File: src/rtl/gate_sensor_decoder.sv
// gate_sensor_decoder
//   Entry-lane front end for the parking lot. Two infrared beams (outer A,
//   inner B) are synchronised, debounced and fed to a crossing-sequence FSM
//   that emits one-cycle pulses for completed entries (x), completed exits
//   (EXIT) and aborted or illegal sequences (ERR).
//
// Ports
//   CLK      : system clock, rising edge
//   RESET_N  : asynchronous active-low reset
//   A_RAW    : outer beam, 1 = broken, asynchronous to CLK
//   B_RAW    : inner beam, 1 = broken, asynchronous to CLK
//   x        : one-cycle pulse per completed entry (feeds occupancy FSM)
//   EXIT     : one-cycle pulse per completed exit
//   ERR      : one-cycle pulse on timeout or illegal sequence
//   BUSY     : high whenever the FSM is outside IDLE
//   PHASE    : current FSM state code, for debug
module gate_sensor_decoder #(
    parameter int unsigned DEBOUNCE = 4,
    parameter int unsigned TIMEOUT  = 64
) (
    input  logic       CLK,
    input  logic       RESET_N,
    input  logic       A_RAW,
    input  logic       B_RAW,
    output logic       x,
    output logic       EXIT,
    output logic       ERR,
    output logic       BUSY,
    output logic [2:0] PHASE
);

    typedef enum logic [2:0] {
        IDLE = 3'd0,
        IN1  = 3'd1,
        IN2  = 3'd2,
        IN3  = 3'd3,
        BAD  = 3'd4,
        OUT1 = 3'd5,
        OUT2 = 3'd6,
        OUT3 = 3'd7
    } phase_e;

    localparam logic [3:0] DEB_LAST = 4'(DEBOUNCE - 1);
    localparam logic [7:0] TMO_LAST = 8'(TIMEOUT - 1);

    // Channel index 0 is beam A, index 1 is beam B.
    logic [1:0] sync1_q, sync1_d;
    logic [1:0] sync2_q, sync2_d;
    logic [1:0] deb_q,   deb_d;
    logic [3:0] cnt_q [2];
    logic [3:0] cnt_d [2];

    phase_e     state_q, state_d;
    logic [7:0] tmo_q,   tmo_d;
    logic       rearm_q, rearm_d;
    logic       x_q,     x_d;
    logic       exit_q,  exit_d;
    logic       err_q,   err_d;

    logic a, b;

    // Two-flop synchronisers, then an independent debounce counter per beam.
    // A level is accepted only after it has disagreed with the debounced
    // value for DEBOUNCE consecutive cycles.
    always_comb begin
        sync1_d = {B_RAW, A_RAW};
        sync2_d = sync1_q;
        deb_d   = deb_q;
        for (int ch = 0; ch < 2; ch++) begin
            cnt_d[ch] = 4'd0;
            if (sync2_q[ch] != deb_q[ch]) begin
                if (cnt_q[ch] == DEB_LAST) begin
                    deb_d[ch] = sync2_q[ch];
                end else begin
                    cnt_d[ch] = cnt_q[ch] + 4'd1;
                end
            end
        end
    end

    assign a = deb_q[0];
    assign b = deb_q[1];

    // Crossing FSM. A timeout overrides whatever the sensors say this cycle
    // and leaves the FSM parked in IDLE until both beams have been clear,
    // so a car stuck in the beam cannot immediately start a fresh sequence.
    always_comb begin
        state_d = state_q;
        rearm_d = rearm_q;
        x_d     = 1'b0;
        exit_d  = 1'b0;
        err_d   = 1'b0;
        tmo_d   = tmo_q + 8'd1;

        if (state_q != IDLE && tmo_q == TMO_LAST) begin
            state_d = IDLE;
            err_d   = 1'b1;
            rearm_d = 1'b1;
        end else begin
            case (state_q)
                IDLE: begin
                    if (rearm_q) begin
                        if (!a && !b) rearm_d = 1'b0;
                    end else begin
                        case ({a, b})
                            2'b10:   state_d = IN1;
                            2'b01:   state_d = OUT1;
                            2'b11:   err_d   = 1'b1;
                            default: ;
                        endcase
                    end
                end
                IN1: begin
                    case ({a, b})
                        2'b11:   state_d = IN2;
                        2'b00:   state_d = IDLE;
                        2'b01:   begin state_d = IDLE; err_d = 1'b1; end
                        default: ;
                    endcase
                end
                IN2: begin
                    case ({a, b})
                        2'b01:   state_d = IN3;
                        2'b10:   state_d = IN1;
                        2'b00:   begin state_d = IDLE; err_d = 1'b1; end
                        default: ;
                    endcase
                end
                IN3: begin
                    case ({a, b})
                        2'b00:   begin state_d = IDLE; x_d = 1'b1; end
                        2'b11:   state_d = IN2;
                        2'b10:   begin state_d = IDLE; err_d = 1'b1; end
                        default: ;
                    endcase
                end
                OUT1: begin
                    case ({a, b})
                        2'b11:   state_d = OUT2;
                        2'b00:   state_d = IDLE;
                        2'b10:   begin state_d = IDLE; err_d = 1'b1; end
                        default: ;
                    endcase
                end
                OUT2: begin
                    case ({a, b})
                        2'b10:   state_d = OUT3;
                        2'b01:   state_d = OUT1;
                        2'b00:   begin state_d = IDLE; err_d = 1'b1; end
                        default: ;
                    endcase
                end
                OUT3: begin
                    case ({a, b})
                        2'b00:   begin state_d = IDLE; exit_d = 1'b1; end
                        2'b11:   state_d = OUT2;
                        2'b01:   begin state_d = IDLE; err_d = 1'b1; end
                        default: ;
                    endcase
                end
                default: begin
                    state_d = IDLE;
                    err_d   = 1'b1;
                end
            endcase
        end

        // The timeout measures time spent in one non-idle state.
        if (state_d != state_q || state_q == IDLE) tmo_d = 8'd0;
    end

    always_ff @(posedge CLK or negedge RESET_N) begin
        if (!RESET_N) begin
            sync1_q  <= 2'b00;
            sync2_q  <= 2'b00;
            deb_q    <= 2'b00;
            cnt_q[0] <= 4'd0;
            cnt_q[1] <= 4'd0;
            state_q  <= IDLE;
            tmo_q    <= 8'd0;
            rearm_q  <= 1'b0;
            x_q      <= 1'b0;
            exit_q   <= 1'b0;
            err_q    <= 1'b0;
        end else begin
            sync1_q  <= sync1_d;
            sync2_q  <= sync2_d;
            deb_q    <= deb_d;
            cnt_q[0] <= cnt_d[0];
            cnt_q[1] <= cnt_d[1];
            state_q  <= state_d;
            tmo_q    <= tmo_d;
            rearm_q  <= rearm_d;
            x_q      <= x_d;
            exit_q   <= exit_d;
            err_q    <= err_d;
        end
    end

    assign x     = x_q;
    assign EXIT  = exit_q;
    assign ERR   = err_q;
    assign BUSY  = (state_q != IDLE);
    assign PHASE = state_q;

endmodule

File: config.mk
export PLATFORM = sky130hd
export DESIGN_NAME = gate_sensor_decoder
export DESIGN_NICKNAME = d
export VERILOG_FILES = /design/src/rtl/gate_sensor_decoder.sv
export SDC_FILE = /design/constraint.sdc
export NUM_CORES = 1
export LEC_CHECK = 0
export ABC_AREA = 1
export ABC_CLOCK_PERIOD_IN_PS = 1900
export CELL_PAD_IN_SITES_DETAIL_PLACEMENT = 0
export CELL_PAD_IN_SITES_GLOBAL_PLACEMENT = 2
export CORE_AREA = 5 5 73 75
export CTS_BUF_LIST = sky130_fd_sc_hd__clkbuf_8 sky130_fd_sc_hd__clkbuf_16
export DETAILED_ROUTE_END_ITERATION = 8
export DIE_AREA = 0 0 78 80
export GPL_TIMING_DRIVEN = 1
export PLACE_DENSITY = 0.8
export SLEW_MARGIN = 10
export SYNTH_ARGS = -nofsm -noshare
export SYNTH_HDL_FRONTEND = slang
export SYNTH_SLANG_ARGS = --single-unit
File: constraint.sdc
create_clock -name CLK -period 1.9 [get_ports CLK]
set_input_delay 0.57 -clock CLK [delete_from_list [all_inputs] [get_ports CLK]]
set_output_delay 0.57 -clock CLK [all_outputs]
set_load 0.005 [all_outputs]
==> run metrics <==
status finished, final reports clean; Slew Limit Fails 0; layout cell share with drive strength beyond 1 approximately 34%; sequential fraction of the synthesis area 47.15%; # DRC 0; number of synthesis warnings 0; ANT cells 0; Initial Util between 30% and 40%; total number of vias 1234; WP buf/inv 1; Max Buffers Root-to-Sink 2; Slew @ Worst Pin between 300 and 400 ps; CP Depth 10; Final min period between 1500 and 2000 ps; CTS tree built; Layout Skew 2.990 ps; Crit path max-delay family simple AND/OR/NAND/NOR gates; first-pass GRT wire length 5361 microns; TritonCTS buffer count 5; critical path peak fanout 8; final setup violation count 0; pwr dens roughly 1500 nW/um^2; Synth Register Bits 29; post-synthesis mux area share 0%; First-pass DRT Iterations 4; DP Wirelength 2220 microns; critical path launch point type register; fill cell count 424; most used cell, CP nand2_2; Congestion Overflow GR 0; I/O pin count 11; initial antenna violation count 0; WL final roughly 3200 microns; final period utilization 98.62%; RD Place Congestion 0.8788; Clock transition at path regs 60 ps; min-delay worst type register to register; library cells used by synthesis 23; pin count of the biggest net entering global routing 30; slowest stage delay, CP 430 ps; GRT Util Overall 10.80%; Synth Cell Area 1539 sq um; floorplan row count 25; number of clock sinks 29; simple-gate area share of the yosys netlist 27.80%; Die Ht 80 microns; largest family of logic cells by synthesized area simple AND/OR/NAND/NOR gates; drt via density approximately 4.6; Mean Syn Cell Area 8.794 sq um; H-tree depth 2; ANT nets after route 0; R2R depth 10; DR iter-0 viols 118; Die Span X 78 microns; total negative slack 0 ps; Slew HR 75.47%; Peak VDD IR roughly 0.55 mV; die area between 6000 and 7000 sq um; count of input and output buffers 10; Skew-Pair Late Insertion Delay 270 ps; Adder-Cell Fraction of Synth Area 8.130%; syn_nets 189; routed len/inst 12.06 microns; Worst setup EP type register; Hold Violations, Final 0; CP max-delay cell dfrtp_2; LEAKAGE 1.026 nW; core box area ~4600 sq um; Final nets 227; vias in the first global route ~1200; Max-Cap Viols 0; Max Clk Rate 533.7 MHz; Worst EP arrival about 2100 ps; RSZ-0062 raised after global routing yes; critical path, cell by cell buf_4, ha_2, or2_2, a21oi_2, nand3_2, nand2_2, nand2_1, nand2_2, nand2_8, nor2_4; XOR/XNOR Fraction of Synth Area 6.829%; required time worst endpoint 2110 ps; worst hold margin 351.4 ps; Clk Tree Root Cell clkbuf_8; WHS Path Cells 0; Mapped Cells 175; synth-to-layout area growth 34.31%; Synth Area in Compound Gates 3.740%; Setup CP Type register to register
-- Yosys cell counts --
| master | n | area share (%) |
|---|---|---|
| xnor2_1 | 8 | 4.6 |
| nand4_1 | 1 | 0.41 |
| nand2_2 | 2 | 0.81 |
| nand2_1 | 27 | 6.6 |
| o22ai_1 | 1 | 0.41 |
| nor2_1 | 25 | 6.1 |
| dfrtp_1 | 29 | 47 |
| a221oi_1 | 1 | 0.57 |
| nand3_2 | 1 | 0.65 |
| or2_2 | 3 | 1.2 |
| o21ai_0 | 2 | 0.65 |
| inv_2 | 2 | 0.49 |
| nor2_2 | 14 | 5.7 |
| a21oi_1 | 4 | 1.3 |
| xor2_1 | 4 | 2.3 |
| buf_6 | 1 | 0.73 |
| nand2_4 | 2 | 1.5 |
| a22oi_1 | 1 | 0.49 |
| nand3_1 | 14 | 4.6 |
| inv_1 | 21 | 5.1 |
| ha_1 | 10 | 8.1 |
| nor3_1 | 1 | 0.32 |
| o21ai_1 | 1 | 0.32 |
-- layout make-up --
class                           count  area [sq um]  area share, %
Multi-Input combinational cell    122         825.8          39.95
Tap cell                           54         67.56          3.269
Clock inverter                      3         13.76         0.6659
Timing Repair Buffer               32         274.0          13.26
Clock buffer                        5         68.82          3.329
Sequential cell                    29         728.2          35.23
Inverter                           23         88.84          4.298
-- worst paths after layout --
| check | from | end | slack, ps |
|---|---|---|---|
| setup / recovery | deb_q[0] | tmo_q[3] | 30 |
| hold / removal | sync1_q[0] | sync2_q[0] | 350 |
| setup reg to reg | deb_q[0] | tmo_q[3] | 30 |
| hold reg to reg | sync1_q[0] | sync2_q[0] | 350 |
| max in group asynchronous | RESET_N | deb_q[0] | 930 |
| min in group asynchronous | RESET_N | PHASE[0] | 670 |
-- report_power, final --
part           internal [mW]  total (mW)  switching, mW
sequential             0.745       0.849          0.104
clock                  0.247       0.472          0.224
combinational          0.777        1.74          0.964
-- repair_timing --
item,in CTS,in global routing
hold buffers,0,0
setup buffers,3,11
pin swaps,1,15
setup endpoints to repair,11,11
resized for setup,4,32
-- cells by family (layout without fill, tap and decap cells) --
logic type	count (synthesis)	count (layout)
adder cells (fa/ha/maj)	10	10
flip-flops	29	29
buffers and inverters	24	63
XOR/XNOR	12	12
AND/OR/NAND/NOR	90	90
AO/OA/AOI/OAI	10	10
-- state kept, by name (all words and copies together), names as in the netlist --
register / flops
sync2_q: 2
x: 1
PHASE: 3
sync1_q: 2
deb_q: 2
EXIT: 1
ERR: 1
tmo_q: 8
cnt_q: 8
rearm_q: 1
-- layer usage --
metal  vias to the layer above  GRT usage [%]  part of all wire (%)
met2                        28          16.94                    49
li1                        619              -                     -
met4                         0          4.561                   2.2
met3                         8          3.160                   3.5
met1                       579          13.81                    45
met5                         -              0                     0
-- cell usage in the layout, fill, tap and decap left out, drive strengths merged --
cell / synthesis / layout
buf: 1 / 22
a22oi: 1 / 1
a21oi: 4 / 4
or2: 3 / 3
nor3: 1 / 1
nand3: 15 / 15
dfrtp: 29 / 29
clkinv: 0 / 2
xnor2: 8 / 8
xor2: 4 / 4
o22ai: 1 / 1
clkdlybuf4s15: 0 / 1
nand2: 31 / 31
clkbuf: 0 / 5
nand4: 1 / 1
ha: 10 / 10
o21ai: 3 / 3
inv: 23 / 24
clkdlybuf4s50: 0 / 7
a221oi: 1 / 1
dlymetal6s2s: 0 / 2
nor2: 39 / 39
-- metrics by stage --
stage / setup WS, ps / area (sq um) / power, mW / cells / utilization, %
after floorplan: 211.6 / 1539 / 1.724 / 175 / -
after global placement: -46.39 / 1755 / 2.115 / 246 / 38.18
after detailed placement: -46.08 / 1755 / 2.108 / 246 / 38.18
after CTS: 3.873 / 1867 / 2.644 / 257 / 40.60
after global routing: -73.52 / 2067 / 3.312 / 268 / 44.95
final: 26.29 / 2067 / 3.061 / 268 / 44.95
No activity file was read; power rests on OpenSTA's default activity.
